`src/rtl/call_frame_ctrl.sv`:
```
// Call-frame sequencer for a SuperStack operand stack: passes host ops through while idle and
// runs CALL/RETURN sequences that save and restore the stack's underflow limit (frame base).
module call_frame_ctrl #(
   parameter int unsigned WIDTH  = 8,
   parameter int unsigned DEPTH  = 7,
   parameter int unsigned FRAMES = 4
) (
   input  logic              clk,
   input  logic              reset,
   input  logic [2:0]        usr_op,
   input  logic [WIDTH-1:0]  usr_data,
   output logic              usr_ready,
   input  logic              cmd_valid,
   input  logic [1:0]        cmd,
   output logic              cmd_ready,
   input  logic [DEPTH:0]    nargs,
   input  logic [WIDTH-1:0]  ret_val,
   output logic              done,
   output logic              err,
   output logic [2:0]        err_code,
   output logic [FRAMES:0]   frame_level,
   output logic [2:0]        stk_op,
   output logic [WIDTH-1:0]  stk_data,
   output logic [DEPTH:0]    stk_underflow_limit,
   input  logic [DEPTH:0]    stk_index,
   input  logic [2:0]        stk_status
);

   // Stack op encodings
   localparam logic [2:0] OpNone           = 3'd0;
   localparam logic [2:0] OpUnderflowReset = 3'd4;
   localparam logic [2:0] OpUnderflowPush  = 3'd5;

   // Stack status encodings
   localparam logic [2:0] StatusOverflow  = 3'd3;
   localparam logic [2:0] StatusUnderflow = 3'd4;
   localparam logic [2:0] StatusUnkownOp  = 3'd5;

   localparam logic [1:0] CmdCall   = 2'd0;
   localparam logic [1:0] CmdRetVal = 2'd2;
   localparam logic [1:0] CmdRsvd   = 2'd3;

   localparam logic [2:0] ErrNone     = 3'd0;
   localparam logic [2:0] ErrArgs     = 3'd1;
   localparam logic [2:0] ErrFrameOvf = 3'd2;
   localparam logic [2:0] ErrFrameUnf = 3'd3;
   localparam logic [2:0] ErrStack    = 3'd4;
   localparam logic [2:0] ErrBadCmd   = 3'd5;

   localparam logic [FRAMES:0] MaxLevel = {1'b1, {FRAMES{1'b0}}};

   typedef enum logic [2:0] {
      StIdle,
      StDrop,
      StRestore,
      StSettle,
      StDone
   } state_e;

   state_e             state_q;
   logic [DEPTH:0]     limit_q;
   logic [FRAMES:0]    level_q;
   logic [WIDTH-1:0]   ret_val_q;
   logic               ret_is_val_q;
   logic               sticky_q;
   logic               err_pulse_q;
   logic [2:0]         err_code_q;
   logic [DEPTH:0]     frame_mem [1 << FRAMES];

   logic               accept;
   logic [2:0]         acc_code;
   logic [DEPTH+1:0]   need;
   logic               args_short;
   logic               stack_bad;
   logic               done_err;
   logic [FRAMES:0]    level_inc;
   logic [FRAMES:0]    level_dec;
   logic [FRAMES-1:0]  wr_idx;
   logic [FRAMES-1:0]  rd_idx;
   logic               call_ok;

   assign usr_ready = (state_q == StIdle);
   assign cmd_ready = usr_ready && (usr_op == OpNone);
   assign accept    = cmd_valid && cmd_ready;

   // Extra bit so limit + nargs cannot wrap past the index range
   assign need       = {1'b0, limit_q} + {1'b0, nargs};
   assign args_short = ({1'b0, stk_index} < need);

   assign stack_bad = (stk_status == StatusOverflow) || (stk_status == StatusUnderflow) ||
                      (stk_status == StatusUnkownOp);

   assign level_inc = level_q + 1'b1;
   assign level_dec = level_q - 1'b1;
   assign wr_idx    = level_q[FRAMES-1:0];
   assign rd_idx    = level_dec[FRAMES-1:0];

   always_comb begin
      acc_code = ErrNone;
      if (cmd == CmdRsvd) begin
         acc_code = ErrBadCmd;
      end else if (cmd == CmdCall && level_q == MaxLevel) begin
         acc_code = ErrFrameOvf;
      end else if (cmd == CmdCall && args_short) begin
         acc_code = ErrArgs;
      end else if (cmd != CmdCall && level_q == '0) begin
         acc_code = ErrFrameUnf;
      end
   end

   assign call_ok = accept && (acc_code == ErrNone) && (cmd == CmdCall);

   always_comb begin
      stk_op   = OpNone;
      stk_data = '0;
      unique case (state_q)
         StIdle: begin
            stk_op   = usr_op;
            stk_data = usr_data;
         end
         StDrop: begin
            stk_op   = ret_is_val_q ? OpUnderflowPush : OpUnderflowReset;
            stk_data = ret_val_q;
         end
         default: begin
            stk_op   = OpNone;
            stk_data = '0;
         end
      endcase
   end

   // Sequence completion reads the status produced by the SETTLE op in the same cycle
   assign done_err            = sticky_q || stack_bad;
   assign done                = err_pulse_q || (state_q == StDone);
   assign err                 = err_pulse_q || ((state_q == StDone) && done_err);
   assign err_code            = (state_q == StDone) ? (done_err ? ErrStack : ErrNone) : err_code_q;
   assign frame_level         = level_q;
   assign stk_underflow_limit = limit_q;

   always_ff @(posedge clk) begin
      if (reset) begin
         state_q      <= StIdle;
         limit_q      <= '0;
         level_q      <= '0;
         ret_val_q    <= '0;
         ret_is_val_q <= 1'b0;
         sticky_q     <= 1'b0;
         err_pulse_q  <= 1'b0;
         err_code_q   <= ErrNone;
      end else begin
         err_pulse_q <= 1'b0;
         unique case (state_q)
            StIdle: begin
               if (accept) begin
                  if (acc_code != ErrNone) begin
                     err_pulse_q <= 1'b1;
                     err_code_q  <= acc_code;
                  end else if (cmd == CmdCall) begin
                     limit_q <= stk_index - nargs;
                     level_q <= level_inc;
                     state_q <= StSettle;
                  end else begin
                     ret_val_q    <= ret_val;
                     ret_is_val_q <= (cmd == CmdRetVal);
                     state_q      <= StDrop;
                  end
               end
            end
            StDrop: begin
               state_q <= StRestore;
            end
            StRestore: begin
               if (stack_bad) begin
                  sticky_q <= 1'b1;
               end
               limit_q <= frame_mem[rd_idx];
               level_q <= level_dec;
               state_q <= StSettle;
            end
            StSettle: begin
               state_q <= StDone;
            end
            StDone: begin
               err_code_q <= done_err ? ErrStack : ErrNone;
               sticky_q   <= 1'b0;
               state_q    <= StIdle;
            end
            default: begin
               state_q <= StIdle;
            end
         endcase
      end
   end

   // Frame memory is deliberately left uninitialised by reset
   always_ff @(posedge clk) begin
      if (!reset && call_ok) begin
         frame_mem[wr_idx] <= limit_q;
      end
   end

endmodule

```
`config.mk`:
```
export PLATFORM = sky130hd
export DESIGN_NAME = call_frame_ctrl
export DESIGN_NICKNAME = d
export VERILOG_FILES = /design/src/rtl/call_frame_ctrl.sv
export SDC_FILE = /design/constraint.sdc
export NUM_CORES = 1
export LEC_CHECK = 0
export BUFFER_PORTS_ARGS = -buffer_cell sky130_fd_sc_hd__buf_2
export CAP_MARGIN = 20
export CORE_MARGIN = 8
export CORE_UTILIZATION = 53
export CTS_CLUSTER_DIAMETER = 120
export DETAILED_ROUTE_END_ITERATION = 6
export PLACE_DENSITY_LB_ADDON = 0.12
export RECOVER_POWER = 50
export SYNTH_ARGS = -nofsm -noshare
export SYNTH_HDL_FRONTEND = slang
export SYNTH_SLANG_ARGS = --single-unit
```
`constraint.sdc`:
```
create_clock -name clk -period 4.2 [get_ports clk]
set_input_delay 0.84 -clock clk [delete_from_list [all_inputs] [get_ports clk]]
set_output_delay 0.84 -clock clk [all_outputs]
set_load 0.02 [all_outputs]
```
==> run_results.csv <==
group,metric,value,unit
sta,slew_headroom,7.206,%
final_layout,final_cell_area,0.008880,sq mm
grt,groute.layer.met1.usage,22.62,%
floorplan,standard_cell_row_count,43,
placement,detailed_place_hpwl,11820,um
placement,postPlaceCellArea,0.008315,sq mm
final_layout,final_net_count,709,
clock_tree,cts_tree,"yes",
floorplan,floorplan.initialDensity,54.01,%
grt,pin_count_of_the_biggest_net_entering_global_routing,39,
logic_synthesis,asyncSetResetFlopFracSynth,0,%
worst_setup_path,critPathLaunchType,"primary input",
grt,grt_use_met2,30.63,%
grt,gr-total-overflow,0,
logic_synthesis,yosysWarnings,0,
grt,gr-max-usage-layer,"met2",
routing,antenna_violating_nets_left,0,
floorplan,pin_count,74,
logic_synthesis,ys.flop_type,"edfxtp_1",
floorplan,fp.coreArea,0.01383,sq mm
sta,setup-tns-final,0,ns
routing,drc,0,
logic_synthesis,synthDistinctLibCells,58,
sta,transition_time_at_the_pin_with_the_least_slew_margin,1.391,ns
routing,wirelength,16520,um
routing,detail_route.wl_per_cell,19.90,um
routing,detail_route.iter0.violations,277,
clock_tree,clock_path_buffers,2,
min_path,timing.hold.worst.class,"flip-flop to flip-flop",
logic_synthesis,mapped_cells,526,
floorplan,die-area,0.01815,sq mm
grt,number_of_antenna_violations_at_the_first_check_in_global_routing,0,
logic_synthesis,synthesized_nets,598,
worst_setup_path,critical_path.max_fanout,5,
placement,port_buffers,73,
routing,detailedRoute.firstPassIterationCount,4,
clock_tree,ctsHtreeMaxLevel,4,
clock_tree,tritoncts.num_buffers,17,
clock_tree,root_buffer,"clkbuf_16",
routing,detailed_route_vias_per_instance,5.769,
sta,fin_hold_viols,0,
sta,maxClockFrequency,246.4,MHz
worst_setup_path,worst_setup_path_end_kind,"flip-flop",
logic_synthesis,syn_area,0.007468,sq mm
clock_tree,cts.clk_slew.worst_paths,0.06,ns
worst_setup_path,worstPathArrival,4.20,ns
placement,routabilityCongestion,0.8755,
logic_synthesis,synth_area_per_cell,14.20,sq um
pwr,ir_drop,0.3242,mV
clock_tree,insertion_delay,0.42,ns
sta,timing.final.setup_violations,0,
sta,timing.final.crit_period,4.058,ns
floorplan,die_width,134.7,um
run,drv.max_cap_violation_count,0,
pwr,static-leakage-power,3.281,nW
grt,grt_pass1_wl,25350,um
clock_tree,cts.sink_count,158,
pwr,power_per_unit_of_standard_cell_area,388.4,mW/mm^2
grt,gr-usage-all-layers,18.43,%
grt,first_global_vias,4713,
logic_synthesis,count_of_flip_flops_with_a_built_in_enable_after_synthesis,128,
sta,fin_hold_ws,0.4696,ns
grt,global_route.usage.met3,4.532,%
clock_tree,postCtsSetupRepairBufs,0,
sta,clock_skew,0.007295,ns
sta,ratio_of_final_minimum_period_to_clock_period,96.62,%
logic_synthesis,postSynthRegisterBits,158,
floorplan,die_h,134.7,um
pwr,post-layout-total-power,3.449,mW
worst_setup_path,required,4.34,ns
worst_setup_path,reg2reg_setup_slack,0.36,ns
run_status,run_status,"finished, final reports clean",
logic_synthesis,synth_seq_area_share,59.51,%
final_layout,n_antenna_cell,0,
final_layout,areaGrowthSynthToFinish,18.90,%
routing,num_vias,4788,
worst_setup_path,worstSetupPathType,"primary input to flip-flop",
final_layout,drive_gt1_share,27.38,%
sta,maxSlewViolCount,0,
-- sequential cells by signal (all words and copies together), names as in the netlist --
signal	cells
err_code_q	3
err_pulse_q	1
frame_level	5
frame_mem	128
ret_is_val_q	1
ret_val_q	8
state_q	3
sticky_q	1
stk_underflow_limit	8
-- cells by family (layout without fill, tap and decap cells) --
| logic type | Yosys count | in the layout | share of synthesized area, % |
|---|---|---|---|
| xor gates and xnor gates | 11 | 11 | 1.290 |
| AOI/OAI and AO/OA | 80 | 80 | 7.104 |
| buffers and inverters | 40 | 164 | 2.295 |
| muxes | 61 | 61 | 15.08 |
| and+or+nand+nor | 147 | 147 | 9.667 |
| adders and majority gates | 29 | 29 | 5.059 |
| DFF | 158 | 158 | 59.51 |
-- cell type report --
| class | count | area, sq um |
|---|---|---|
| fillers | 1045 | 4947 |
| well taps | 180 | 225.2 |
| clock buffers | 19 | 432.9 |
| inverters | 15 | 56.30 |
| clock inverters | 13 | 138.9 |
| repair buffers | 117 | 674.4 |
| multi-input cells | 328 | 2907 |
| flip-flops and latches | 158 | 4446 |
-- routing by layer --
layer  part of all wire, %  routed length [um]
met3                   4.6                 759
met1                    43                7111
met2                    51                8359
met4                   1.7                 288
met5                     0                   0
-- critical path: stages --
cell       delay [ns]
buf_2            0.12
ha_1             0.29
a21o_1           0.20
a21oi_2          0.16
nor2b_1          0.06
o21a_1           0.19
o41ai_2          0.23
xor2_1           0.20
ha_1             0.21
nor2_1           0.07
a211oi_2         0.18
buf_4            0.15
o2111ai_1        0.13
nor4_2           0.45
buf_4            0.22
nand2_2          0.11
nor3_4           0.22
buf_4            0.17
-- repair_timing --
action	4_1_cts	5_1_grt
resized for setup	0	15
hold buffers	0	0
setup endpoints to repair	0	128
-- through the flow --
stage                     util (%)  instances  setup slack, ns
after detailed placement     60.14        798          -0.2975
after global routing         64.22        830         -0.05031
after global placement       60.14        798          -0.2848
after floorplan                  -        526         -0.04462
after CTS                    64.27        830          0.07902
final                        64.22        830           0.1421
-- cells in the mapped netlist (3+ instances only) --
cell type / n / area, sq um
mux4_1: 3 / 78.83
a311oi_1: 3 / 26.28
o31ai_1: 7 / 52.55
mux2i_1: 18 / 180.2
nor2_1: 50 / 187.7
xnor2_1: 5 / 43.79
nand4_1: 4 / 25.02
a211oi_1: 3 / 22.52
edfxtp_1: 128 / 3844
nand3_1: 6 / 30.03
a21o_1: 4 / 30.03
mux4_2: 37 / 833.3
buf_2: 5 / 25.02
nor3_1: 15 / 75.07
dfxtp_1: 30 / 600.6
a21oi_1: 24 / 120.1
xor2_1: 6 / 52.55
o21a_1: 5 / 37.54
and2_1: 8 / 50.05
clkbuf_1: 15 / 56.30
a31oi_1: 4 / 25.02
nor2b_1: 12 / 75.07
or2_2: 3 / 18.77
inv_1: 15 / 56.30
ha_1: 27 / 337.8
nand2_1: 30 / 112.6
nand2b_1: 4 / 25.02
o21ai_0: 14 / 70.07
-- power by group --
group | switching, mW | leakage [nW] | internal (mW)
clock | 0.603 | 0.271 | 0.876
sequential | 0.00493 | 1.53 | 1.69
combinational | 0.158 | 1.48 | 0.121
total | 0.766 | 3.28 | 2.68
-- placed cells by master (no fill, tap or decap), types with 4 or more instances in the layout --
cell type | netlist | routed
clkbuf_16 | 0 | 17
clkbuf_1 | 15 | 28
and2_1 | 8 | 6
ha_1 | 27 | 27
nand2_1 | 30 | 28
nor2_1 | 50 | 47
nor3_1 | 15 | 13
xnor2_1 | 5 | 5
nor2b_1 | 12 | 12
o31ai_1 | 7 | 7
a31oi_1 | 4 | 4
o21a_1 | 5 | 5
mux2i_1 | 18 | 18
edfxtp_1 | 128 | 128
nand2b_1 | 4 | 4
inv_1 | 15 | 15
o21ai_0 | 14 | 14
a21oi_1 | 24 | 23
mux4_2 | 37 | 37
nand4_1 | 4 | 4
a21o_1 | 4 | 4
nand3_1 | 6 | 6
xor2_1 | 6 | 6
buf_4 | 2 | 29
dfxtp_1 | 30 | 29
buf_2 | 5 | 56
-- path summary, 6_finish.rpt --
| kind | from | endpoint | cells past startpoint |
|---|---|---|---|
| setup / recovery | nargs[1] | frame_mem[3][6] | 18 |
| hold / removal | sticky_q | sticky_q | 2 |
| setup reg to reg | stk_underflow_limit[0] | frame_mem[3][6] | 17 |
| hold reg to reg | sticky_q | sticky_q | 2 |
Note: power is estimated with default switching activity, not from simulation.
